--- src/rtl/pulse_blinker.sv ---
// Event-driven LED blinker: each accepted pulse yields one ON_CYCLES blink followed by an
// OFF_CYCLES gap. Events arriving while busy are queued in a saturating pending counter.
module pulse_blinker #(
    parameter int unsigned ON_CYCLES  = 5000000,
    parameter int unsigned OFF_CYCLES = 5000000,
    parameter int unsigned PEND_W     = 4
) (
    input  logic              clk,
    input  logic              rst,
    input  logic              pulse_in,
    output logic              led,
    output logic              busy,
    output logic [PEND_W-1:0] pending,
    output logic              overflow
);

    localparam int unsigned MaxCyc = (ON_CYCLES > OFF_CYCLES) ? ON_CYCLES : OFF_CYCLES;
    localparam int unsigned CntW   = (MaxCyc > 1) ? $clog2(MaxCyc) : 1;

    localparam logic [CntW-1:0]   OnLoad  = CntW'(ON_CYCLES - 1);
    localparam logic [CntW-1:0]   OffLoad = CntW'(OFF_CYCLES - 1);
    localparam logic [PEND_W-1:0] PendMax = '1;

    typedef enum logic [1:0] {
        StIdle,
        StOn,
        StGap
    } state_e;

    state_e            state_q, state_d;
    logic [CntW-1:0]   cnt_q, cnt_d;
    logic [PEND_W-1:0] pend_q, pend_d;
    logic              ovf_q, ovf_d;
    logic              led_q, led_d;
    logic              busy_q, busy_d;
    logic              inc, dec;

    always_comb begin
        state_d = state_q;
        cnt_d   = cnt_q;
        pend_d  = pend_q;
        ovf_d   = ovf_q;
        inc     = 1'b0;
        dec     = 1'b0;

        case (state_q)
            StIdle: begin
                if (pulse_in) begin
                    state_d = StOn;
                    cnt_d   = OnLoad;
                end
            end
            StOn: begin
                inc = pulse_in;
                if (cnt_q == '0) begin
                    state_d = StGap;
                    cnt_d   = OffLoad;
                end else begin
                    cnt_d = cnt_q - 1'b1;
                end
            end
            StGap: begin
                inc = pulse_in;
                if (cnt_q == '0) begin
                    if (pend_q != '0 || pulse_in) begin
                        state_d = StOn;
                        cnt_d   = OnLoad;
                        dec     = (pend_q != '0);
                        // Nothing queued: a pulse on the final gap cycle starts the blink itself.
                        if (pend_q == '0) begin
                            inc = 1'b0;
                        end
                    end else begin
                        state_d = StIdle;
                        cnt_d   = '0;
                    end
                end else begin
                    cnt_d = cnt_q - 1'b1;
                end
            end
            default: begin
                state_d = StIdle;
                cnt_d   = '0;
            end
        endcase

        if (inc && !dec) begin
            if (pend_q == PendMax) begin
                ovf_d = 1'b1;
            end else begin
                pend_d = pend_q + 1'b1;
            end
        end else if (dec && !inc) begin
            pend_d = pend_q - 1'b1;
        end

        led_d  = (state_d == StOn);
        busy_d = (state_d != StIdle);
    end

    always_ff @(posedge clk) begin
        if (rst) begin
            state_q <= StIdle;
            cnt_q   <= '0;
            pend_q  <= '0;
            ovf_q   <= 1'b0;
            led_q   <= 1'b0;
            busy_q  <= 1'b0;
        end else begin
            state_q <= state_d;
            cnt_q   <= cnt_d;
            pend_q  <= pend_d;
            ovf_q   <= ovf_d;
            led_q   <= led_d;
            busy_q  <= busy_d;
        end
    end

    assign led      = led_q;
    assign busy     = busy_q;
    assign pending  = pend_q;
    assign overflow = ovf_q;

endmodule

--- config.mk ---
export PLATFORM = sky130hd
export DESIGN_NAME = pulse_blinker
export DESIGN_NICKNAME = d
export VERILOG_FILES = /design/src/rtl/pulse_blinker.sv
export SDC_FILE = /design/constraint.sdc
export NUM_CORES = 1
export LEC_CHECK = 0
export ABC_AREA = 1
export CORE_UTILIZATION = 54
export CTS_CLUSTER_DIAMETER = 150
export DETAILED_ROUTE_END_ITERATION = 7
export GPL_TIMING_DRIVEN = 1
export HOLD_SLACK_MARGIN = 0.06
export PLACE_DENSITY = 0.76
export SLEW_MARGIN = 20
export SYNTH_ARGS = -nofsm -noshare
export SYNTH_HDL_FRONTEND = slang
export SYNTH_SLANG_ARGS = --single-unit
--- constraint.sdc ---
create_clock -name clk -period 2.18 [get_ports clk]
set_input_delay 0.327 -clock clk [delete_from_list [all_inputs] [get_ports clk]]
set_output_delay 0.327 -clock clk [all_outputs]
set_load 0.02 [all_outputs]
==> results of run 1 <==
sequential cells by signal, indices dropped and copies added (netlist names):
| signal | count |
|---|---|
| cnt_q | 23 |
| state_q | 2 |
| overflow | 1 |
| pending | 4 |
| busy | 1 |
| led | 1 |
per-layer routing:
layer / GRT usage [%] / up-vias / share of wire, %
met4: 8.72 / 0 / 1.4
met5: 0 / - / 0
met2: 43.8 / 46 / 47
li1: - / 1012 / -
met3: 6.75 / 9 / 4.9
met1: 33.5 / 911 / 46
final timing paths:
path	depth (start not counted)	slack, ns	start	endpoint
setup reg to reg	17	-0.002	cnt_q[0]	pending[3]
setup / recovery	17	-0.002	cnt_q[0]	pending[3]
hold / removal	1	0.47	overflow	overflow
hold reg to reg	1	0.47	overflow	overflow
logic make-up (layout without fill, tap and decap cells):
| kind of cell | count (synthesis) | count (layout) | share of synthesized area [%] |
|---|---|---|---|
| and+or+nand+nor | 139 | 139 | 35.8 |
| AOI/OAI and AO/OA | 46 | 46 | 12.7 |
| buffers and inverters | 41 | 92 | 8.11 |
| DFF | 32 | 32 | 32.2 |
| xor gates and xnor gates | 13 | 13 | 5.72 |
| adders and majority gates | 8 | 8 | 5.41 |
synth_stat cells, drive strengths merged:
cell | count | area share (%)
nor3b | 1 | 0.38
a31oi | 3 | 0.94
inv | 37 | 7.0
o22ai | 10 | 3.1
o21ai | 16 | 4.0
o21a | 1 | 0.38
fa | 1 | 1.0
a21oi | 16 | 4.2
clkbuf | 2 | 0.38
xor2 | 11 | 4.8
nand2 | 55 | 12
xnor2 | 2 | 0.88
nand3 | 15 | 5.4
nand4 | 6 | 1.9
buf | 2 | 0.75
nor4 | 1 | 0.31
dfxtp | 32 | 32
nor2 | 53 | 13
nor3 | 8 | 2.6
ha | 7 | 4.4
area by class of cell:
cell class	instances	area share, %
clock inverter	2	1.35
timing repair buffer	47	14.5
clock buffer	6	2.80
tap	46	2.22
inverter	37	5.45
sequential	32	24.8
multi-input combinational	206	48.9
per-stage QoR:
stage / area [µm²] / hold WS [ns] / setup WS (ns) / utilization, % / cells
6_report: 2590 / 0.474 / -0.00200 / 75.4 / 376
5_1_grt: 2590 / 0.499 / -0.166 / 75.4 / 376
4_1_cts: 2500 / 0.478 / 0.0229 / 72.7 / 370
3_5_place_dp: 2370 / 0.459 / -0.0507 / 68.8 / 362
3_3_place_gp: 2370 / 0.454 / -0.0238 / 68.8 / 362
2_1_floorplan: 2000 / 0.399 / 0.0151 / - / 279
what timing repair did:
action | in CTS | in global routing
setup endpoints to repair | 1 | 1
buffers inserted | 0 | 6
gates cloned | 0 | 0
pin swaps | 3 | 11
gates resized for setup | 7 | 11
power by group through the flow:
| stage | clock network [mW] | registers [mW] | logic [mW] |
|---|---|---|---|
| after CTS | 0.577 | 0.666 | 0.566 |
| after floorplan | 0 | 0.695 | 0.367 |
| after global placement | 0 | 0.677 | 0.544 |
| after global routing | 0.604 | 0.674 | 0.682 |
| after detailed placement | 0 | 0.678 | 0.555 |
| final | 0.570 | 0.669 | 0.616 |
==> run_summary.xml, run 1 <==
<?xml version="1.0" encoding="UTF-8"?>
<metrics>
  <group name="status">
    <metric name="status" unit="">finished with violations</metric>
    <metric name="failed_checks" unit="">negative setup slack</metric>
  </group>
  <group name="sta">
    <metric name="worst-slew-pin-transition" unit="ns">0.406</metric>
    <metric name="setup_viol" unit="">1</metric>
    <metric name="largest_clock_skew_in_the_final_design" unit="ns">0.00751</metric>
    <metric name="final_critical_path_setup_slack" unit="ns">-0.00200</metric>
    <metric name="layout_min_cycle_time" unit="ns">2.18</metric>
    <metric name="setup_repair_after_global_routing_missed_its_margin" unit="">true</metric>
    <metric name="period_share" unit="%">100</metric>
    <metric name="setup-tns-final" unit="ns">-0.00200</metric>
    <metric name="slew_violations" unit="">0</metric>
    <metric name="max_freq" unit="MHz">458</metric>
    <metric name="hold_viol" unit="">0</metric>
    <metric name="timing.slew.headroom" unit="%">72.9</metric>
  </group>
  <group name="power">
    <metric name="vdd_ir_drop_max" unit="mV">0.626</metric>
    <metric name="power.leakage" unit="nW">1.19</metric>
    <metric name="clockPowerShare" unit="%">30.7</metric>
    <metric name="totalPowerFinal" unit="mW">1.86</metric>
    <metric name="power.share.sequential" unit="%">36.1</metric>
    <metric name="switchingPower" unit="µW">628</metric>
    <metric name="switching_share" unit="%">33.8</metric>
    <metric name="comb_power_share" unit="%">33.2</metric>
    <metric name="internal-power" unit="mW">1.23</metric>
    <metric name="power_per_cell_area" unit="mW/mm²">715</metric>
  </group>
  <group name="logic_synthesis">
    <metric name="post_synthesis_net_count" unit="">290</metric>
    <metric name="yosys_warnings" unit="">0</metric>
    <metric name="post_synth_instance_area" unit="mm²">0.00199</metric>
    <metric name="synth_area_per_cell" unit="µm²">7.13</metric>
    <metric name="ys_types" unit="">32</metric>
    <metric name="synth_seq_cells" unit="">32</metric>
    <metric name="synthCells" unit="">279</metric>
    <metric name="ys_seq_area_share" unit="%">32.2</metric>
  </group>
  <group name="drt">
    <metric name="drt_first_pass_iters" unit="">4</metric>
    <metric name="post_drt_via_cell_ratio" unit="">5.26</metric>
    <metric name="drt-initial-drc-count" unit="">106</metric>
    <metric name="route.final.wire_length" unit="µm">4990</metric>
    <metric name="final_antenna_net_count" unit="">0</metric>
    <metric name="drt_drc_violations_left" unit="">0</metric>
    <metric name="average_wire_length_per_cell_after_detail_routing" unit="µm">13.3</metric>
    <metric name="num_vias" unit="">1978</metric>
  </group>
  <group name="worst_setup_path">
    <metric name="path_cells" unit="">inv_4, ha_4, nand2_4, nor2_8, nand3_4, nand2_4, nand3_4, nand3_4, ha_4, nand2_2, nand2_2, a31oi_4, nand4_1, nand2_1, nor2_1, nor2_1, nor2_1</metric>
    <metric name="crit_path_end_kind" unit="">flop</metric>
    <metric name="crit_type" unit="">reg -&gt; reg</metric>
    <metric name="critical_path.max_stage_delay" unit="ns">0.34</metric>
    <metric name="worst_ep_required_time" unit="ns">2.37</metric>
    <metric name="timing.critical_path.from_type" unit="">flop</metric>
    <metric name="path_delay_family" unit="">simple AND/OR/NAND/NOR gates</metric>
    <metric name="crit_arrival" unit="ns">2.37</metric>
    <metric name="highest_net_fanout_along_the_worst_path" unit="">4</metric>
    <metric name="cp_slowest_cell" unit="">sky130_fd_sc_hd__dfxtp_2</metric>
    <metric name="path_buf_inv" unit="">1</metric>
  </group>
  <group name="die">
    <metric name="die-width" unit="µm">62.7</metric>
    <metric name="placeableCoreArea" unit="mm²">0.00344</metric>
    <metric name="floorplan.initialDensity" unit="%">57.8</metric>
    <metric name="die_area" unit="mm²">0.00393</metric>
    <metric name="num_io_pins" unit="">10</metric>
    <metric name="placement_rows" unit="">21</metric>
    <metric name="floorplan.die.height" unit="µm">62.7</metric>
  </group>
  <group name="final_layout">
    <metric name="layout.cells.most_common" unit="">sky130_fd_sc_hd__nand2_1</metric>
    <metric name="area.sequential" unit="µm²">644</metric>
    <metric name="highest_count_cells_in_the_layout_ignoring_fill_and_taps" unit="">sky130_fd_sc_hd__nand2_1 (43), sky130_fd_sc_hd__nor2_1 (39), sky130_fd_sc_hd__buf_4 (38), sky130_fd_sc_hd__dfxtp_1 (29), sky130_fd_sc_hd__inv_1 (28)</metric>
    <metric name="post_route_cells_drive_above_1_share" unit="%">28.2</metric>
    <metric name="multiInputGateArea" unit="mm²">0.00127</metric>
    <metric name="n_antenna_cell" unit="">0</metric>
    <metric name="finish.net_count" unit="">340</metric>
    <metric name="synthToLayoutAreaGrowth" unit="%">30.4</metric>
    <metric name="layout.filler_cells" unit="">256</metric>
  </group>
  <group name="clocking">
    <metric name="numClockSinks" unit="">32</metric>
    <metric name="ctsHoldBuffers" unit="">0</metric>
    <metric name="clock_tree.root_cell" unit="">sky130_fd_sc_hd__clkbuf_8</metric>
    <metric name="clk_latency" unit="ns">0.29</metric>
    <metric name="cts_buffers" unit="">5</metric>
    <metric name="clk_pin_slew_worst_paths" unit="ns">0.07</metric>
    <metric name="cts_htree_levels" unit="">2</metric>
    <metric name="tritoncts" unit="">done</metric>
    <metric name="clock_path_buffers" unit="">2</metric>
  </group>
  <group name="placed_design">
    <metric name="gpl.final_weighted_congestion" unit="">0.901</metric>
    <metric name="detailedPlacementHpwl" unit="µm">3350</metric>
    <metric name="port-buffer-count" unit="">9</metric>
  </group>
  <group name="global_routing">
    <metric name="grt-ovfl-total" unit="">0</metric>
    <metric name="grt_pass1_vias" unit="">1909</metric>
    <metric name="grt_max_degree" unit="">14</metric>
    <metric name="initial_antenna_violation_count" unit="">0</metric>
    <metric name="tot_gr_track_use" unit="%">26.5</metric>
    <metric name="grt_pass1_wl" unit="µm">8180</metric>
  </group>
  <group name="flow_run">
    <metric name="max-cap-violations" unit="">0</metric>
  </group>
  <group name="worst_hold_path">
    <metric name="worst_hold_path_type" unit="">reg -&gt; reg</metric>
  </group>
</metrics>
No activity file was read; power rests on OpenSTA's default activity.
==> run 2, diff against run 1 <==
--- a/config.mk
+++ b/config.mk
@@ -6,6 +6,7 @@
 export NUM_CORES = 1
 export LEC_CHECK = 0
 export ABC_AREA = 1
+export CORE_ASPECT_RATIO = 1.1
 export CORE_UTILIZATION = 54
 export CTS_CLUSTER_DIAMETER = 150
 export DETAILED_ROUTE_END_ITERATION = 7
==> run 2 against run 1 <==
  * The flow now finishes without violations
  * Sequential cell count stayed put
  * Clock skew is 0.0044 ns higher
  * Critical path depth stayed put
  * Clock power is 42% lower
  * Worst hold slack better by 0.018 ns
  * Count of clock-buffer cells in the layout stayed put
  * Global-route usage is 0.55 points lower
  * Die area hardly changed
  * Cell area is 3.2% lower
  * Wire length is 4.3% lower
  * Highest routed layer unchanged
==> run_summary.xml, run 2 (same netlist as run 1, synthesis figures left out) <==
<?xml version="1.0" encoding="UTF-8"?>
<metrics>
  <group name="worst_setup_path">
    <metric name="crit_path_end_kind" unit="">flop</metric>
    <metric name="worst_ep_required_time" unit="ns">2.43</metric>
    <metric name="path_delay_family" unit="">simple AND/OR/NAND/NOR gates</metric>
    <metric name="path_buf_inv" unit="">1</metric>
    <metric name="critical_path.max_stage_delay" unit="ns">0.35</metric>
    <metric name="setup_slack_of_the_most_critical_reg_to_reg_path" unit="ns">0.01</metric>
    <metric name="timing.critical_path.from_type" unit="">flop</metric>
    <metric name="path_cells" unit="">inv_4, ha_4, nand2_4, nor2_8, nand3_4, nand2_4, nand3_4, nand3_4, ha_4, nand2_2, nand2_2, a31oi_4, nand4_1, nand2_1, nor2_1, nor2_1, nor2_1</metric>
    <metric name="cp_slowest_cell" unit="">sky130_fd_sc_hd__dfxtp_2</metric>
    <metric name="crit_arrival" unit="ns">2.42</metric>
    <metric name="highest_net_fanout_along_the_worst_path" unit="">4</metric>
    <metric name="crit_type" unit="">reg -&gt; reg</metric>
  </group>
  <group name="worst_hold_path">
    <metric name="worst_hold_path_type" unit="">reg -&gt; reg</metric>
  </group>
  <group name="sta">
    <metric name="max_freq" unit="MHz">461</metric>
    <metric name="setup_viol" unit="">0</metric>
    <metric name="slew_violations" unit="">0</metric>
    <metric name="setup_repair_after_global_routing_missed_its_margin" unit="">true</metric>
    <metric name="hold_viol" unit="">0</metric>
    <metric name="worst-slew-pin-transition" unit="ns">0.429</metric>
    <metric name="finalHoldWorstSlack" unit="ns">0.492</metric>
    <metric name="setup-tns-final" unit="ns">0</metric>
    <metric name="largest_clock_skew_in_the_final_design" unit="ns">0.0119</metric>
    <metric name="timing.slew.headroom" unit="%">71.4</metric>
    <metric name="period_share" unit="%">99.6</metric>
    <metric name="layout_min_cycle_time" unit="ns">2.17</metric>
  </group>
  <group name="power">
    <metric name="power.leakage" unit="nW">1.14</metric>
    <metric name="vdd_ir_drop_max" unit="mV">0.456</metric>
    <metric name="power_per_cell_area" unit="mW/mm²">638</metric>
  </group>
  <group name="drt">
    <metric name="route.final.wire_length" unit="µm">4780</metric>
    <metric name="drt_first_pass_iters" unit="">6</metric>
    <metric name="post_drt_via_cell_ratio" unit="">5.27</metric>
    <metric name="drt-initial-drc-count" unit="">104</metric>
    <metric name="final_antenna_net_count" unit="">0</metric>
    <metric name="average_wire_length_per_cell_after_detail_routing" unit="µm">12.8</metric>
    <metric name="drt_drc_violations_left" unit="">0</metric>
    <metric name="num_vias" unit="">1967</metric>
  </group>
  <group name="placed_design">
    <metric name="port-buffer-count" unit="">9</metric>
    <metric name="detailedPlacementHpwl" unit="µm">3380</metric>
    <metric name="gpl.final_weighted_congestion" unit="">0.817</metric>
  </group>
  <group name="die">
    <metric name="num_io_pins" unit="">10</metric>
    <metric name="die_area" unit="mm²">0.00393</metric>
    <metric name="placeableCoreArea" unit="mm²">0.00341</metric>
    <metric name="die-width" unit="µm">59.9</metric>
    <metric name="floorplan.initialDensity" unit="%">58.3</metric>
    <metric name="floorplan.die.height" unit="µm">65.7</metric>
    <metric name="placement_rows" unit="">22</metric>
  </group>
  <group name="clocking">
    <metric name="clock_path_buffers" unit="">2</metric>
    <metric name="clock_tree.root_cell" unit="">sky130_fd_sc_hd__clkbuf_4</metric>
    <metric name="ctsHoldBuffers" unit="">0</metric>
    <metric name="clk_pin_slew_worst_paths" unit="ns">0.11</metric>
    <metric name="tritoncts" unit="">done</metric>
    <metric name="cts_htree_levels" unit="">2</metric>
    <metric name="cts_buffers" unit="">5</metric>
    <metric name="numClockSinks" unit="">32</metric>
    <metric name="clk_latency" unit="ns">0.34</metric>
  </group>
  <group name="final_layout">
    <metric name="layout.filler_cells" unit="">291</metric>
    <metric name="post_route_cells_drive_above_1_share" unit="%">27.7</metric>
    <metric name="multiInputGateArea" unit="mm²">0.00127</metric>
    <metric name="largest_register_ffs" unit="">23</metric>
    <metric name="area.sequential" unit="µm²">648</metric>
    <metric name="highest_count_cells_in_the_layout_ignoring_fill_and_taps" unit="">sky130_fd_sc_hd__nand2_1 (42), sky130_fd_sc_hd__nor2_1 (40), sky130_fd_sc_hd__buf_4 (34), sky130_fd_sc_hd__inv_1 (28), sky130_fd_sc_hd__dfxtp_1 (28)</metric>
    <metric name="n_antenna_cell" unit="">0</metric>
    <metric name="synthToLayoutAreaGrowth" unit="%">26.2</metric>
    <metric name="finish.net_count" unit="">336</metric>
    <metric name="layout.cells.most_common" unit="">sky130_fd_sc_hd__nand2_1</metric>
    <metric name="regMostFlops" unit="">cnt_q</metric>
  </group>
  <group name="status">
    <metric name="status" unit="">complete, no violations</metric>
  </group>
  <group name="global_routing">
    <metric name="grt_pass1_wl" unit="µm">7730</metric>
    <metric name="initial_antenna_violation_count" unit="">0</metric>
    <metric name="grt_max_degree" unit="">14</metric>
    <metric name="tot_gr_track_use" unit="%">26.0</metric>
    <metric name="grt-ovfl-total" unit="">0</metric>
    <metric name="grt_pass1_vias" unit="">1828</metric>
  </group>
  <group name="flow_run">
    <metric name="max-cap-violations" unit="">0</metric>
  </group>
</metrics>
[run 2: changes by cell type in the layout (fill, tap and decap cells not counted), sizes merged]
| cell | previous run | this run |
|---|---|---|
| buf | 38 | 34 |
| bufinv | 1 | 0 |
[run 2: worst paths after layout]
path            start  cells after the start          to
min          overflow                      1    overflow
min reg2reg  overflow                      1    overflow
max          cnt_q[0]                     17  pending[3]
max reg2reg  cnt_q[0]                     17  pending[3]
[run 2: per-layer routing]
| metal | track usage (%) | share of wire, % | up-vias | wire (µm) |
|---|---|---|---|---|
| met5 | 0 | 0 | - | 0 |
| met4 | 10.2 | 1.7 | 0 | 80 |
| met3 | 3.94 | 4.9 | 15 | 232 |
| met2 | 43.5 | 50 | 61 | 2390 |
| met1 | 32.9 | 43 | 891 | 2070 |
| li1 | - | - | 1000 | - |
[run 2: timing repair]
item                                   in CTS  in global routing
endpoints found under the hold margin       0                  0
pin swaps                                   0                 15
buffers inserted                            0                  5
resized for setup                           5                 16
setup endpoints to repair                   1                  1
[run 2: report_power, final]
part	switching (mW)	internal (mW)
sequential	0.0406	0.633
combinational	0.352	0.249
clock	0.209	0.119
[run 2: through the flow]
step | setup slack (ns) | cell area (µm²) | power [mW] | std cells | util [%]
floorplan | 0.0151 | 2000 | 1.06 | 279 | -
global placement | 0.0183 | 2350 | 1.21 | 361 | 68.8
detailed placement | -0.0223 | 2350 | 1.23 | 361 | 68.8
CTS | 0.00212 | 2400 | 1.55 | 368 | 70.4
global route | -0.169 | 2510 | 1.69 | 373 | 73.6
finish | 0.00959 | 2510 | 1.60 | 373 | 73.6
[run 2: final cells by class]
| cell class | count | area share, % |
|---|---|---|
| inverter | 37 | 5.63 |
| clock inverter | 1 | 0.199 |
| timing repair buffer | 43 | 13.8 |
| sequential | 32 | 25.8 |
| clock buffer | 6 | 1.64 |
| multi-input combinational | 206 | 50.6 |
| tap | 48 | 2.39 |
[run 2: worst register-to-register path, cell delays in order (launching register included)]
cell and delay (ns):
sky130_fd_sc_hd__dfxtp_2 0.35, sky130_fd_sc_hd__inv_4 0.07, sky130_fd_sc_hd__ha_4 0.15, sky130_fd_sc_hd__nand2_4 0.07, sky130_fd_sc_hd__nor2_8 0.15, sky130_fd_sc_hd__nand3_4 0.10
sky130_fd_sc_hd__nand2_4 0.10, sky130_fd_sc_hd__nand3_4 0.07, sky130_fd_sc_hd__nand3_4 0.12, sky130_fd_sc_hd__ha_4 0.23, sky130_fd_sc_hd__nand2_2 0.06, sky130_fd_sc_hd__nand2_2 0.08
sky130_fd_sc_hd__a31oi_4 0.16, sky130_fd_sc_hd__nand4_1 0.13, sky130_fd_sc_hd__nand2_1 0.08, sky130_fd_sc_hd__nor2_1 0.04, sky130_fd_sc_hd__nor2_1 0.09, sky130_fd_sc_hd__nor2_1 0.04
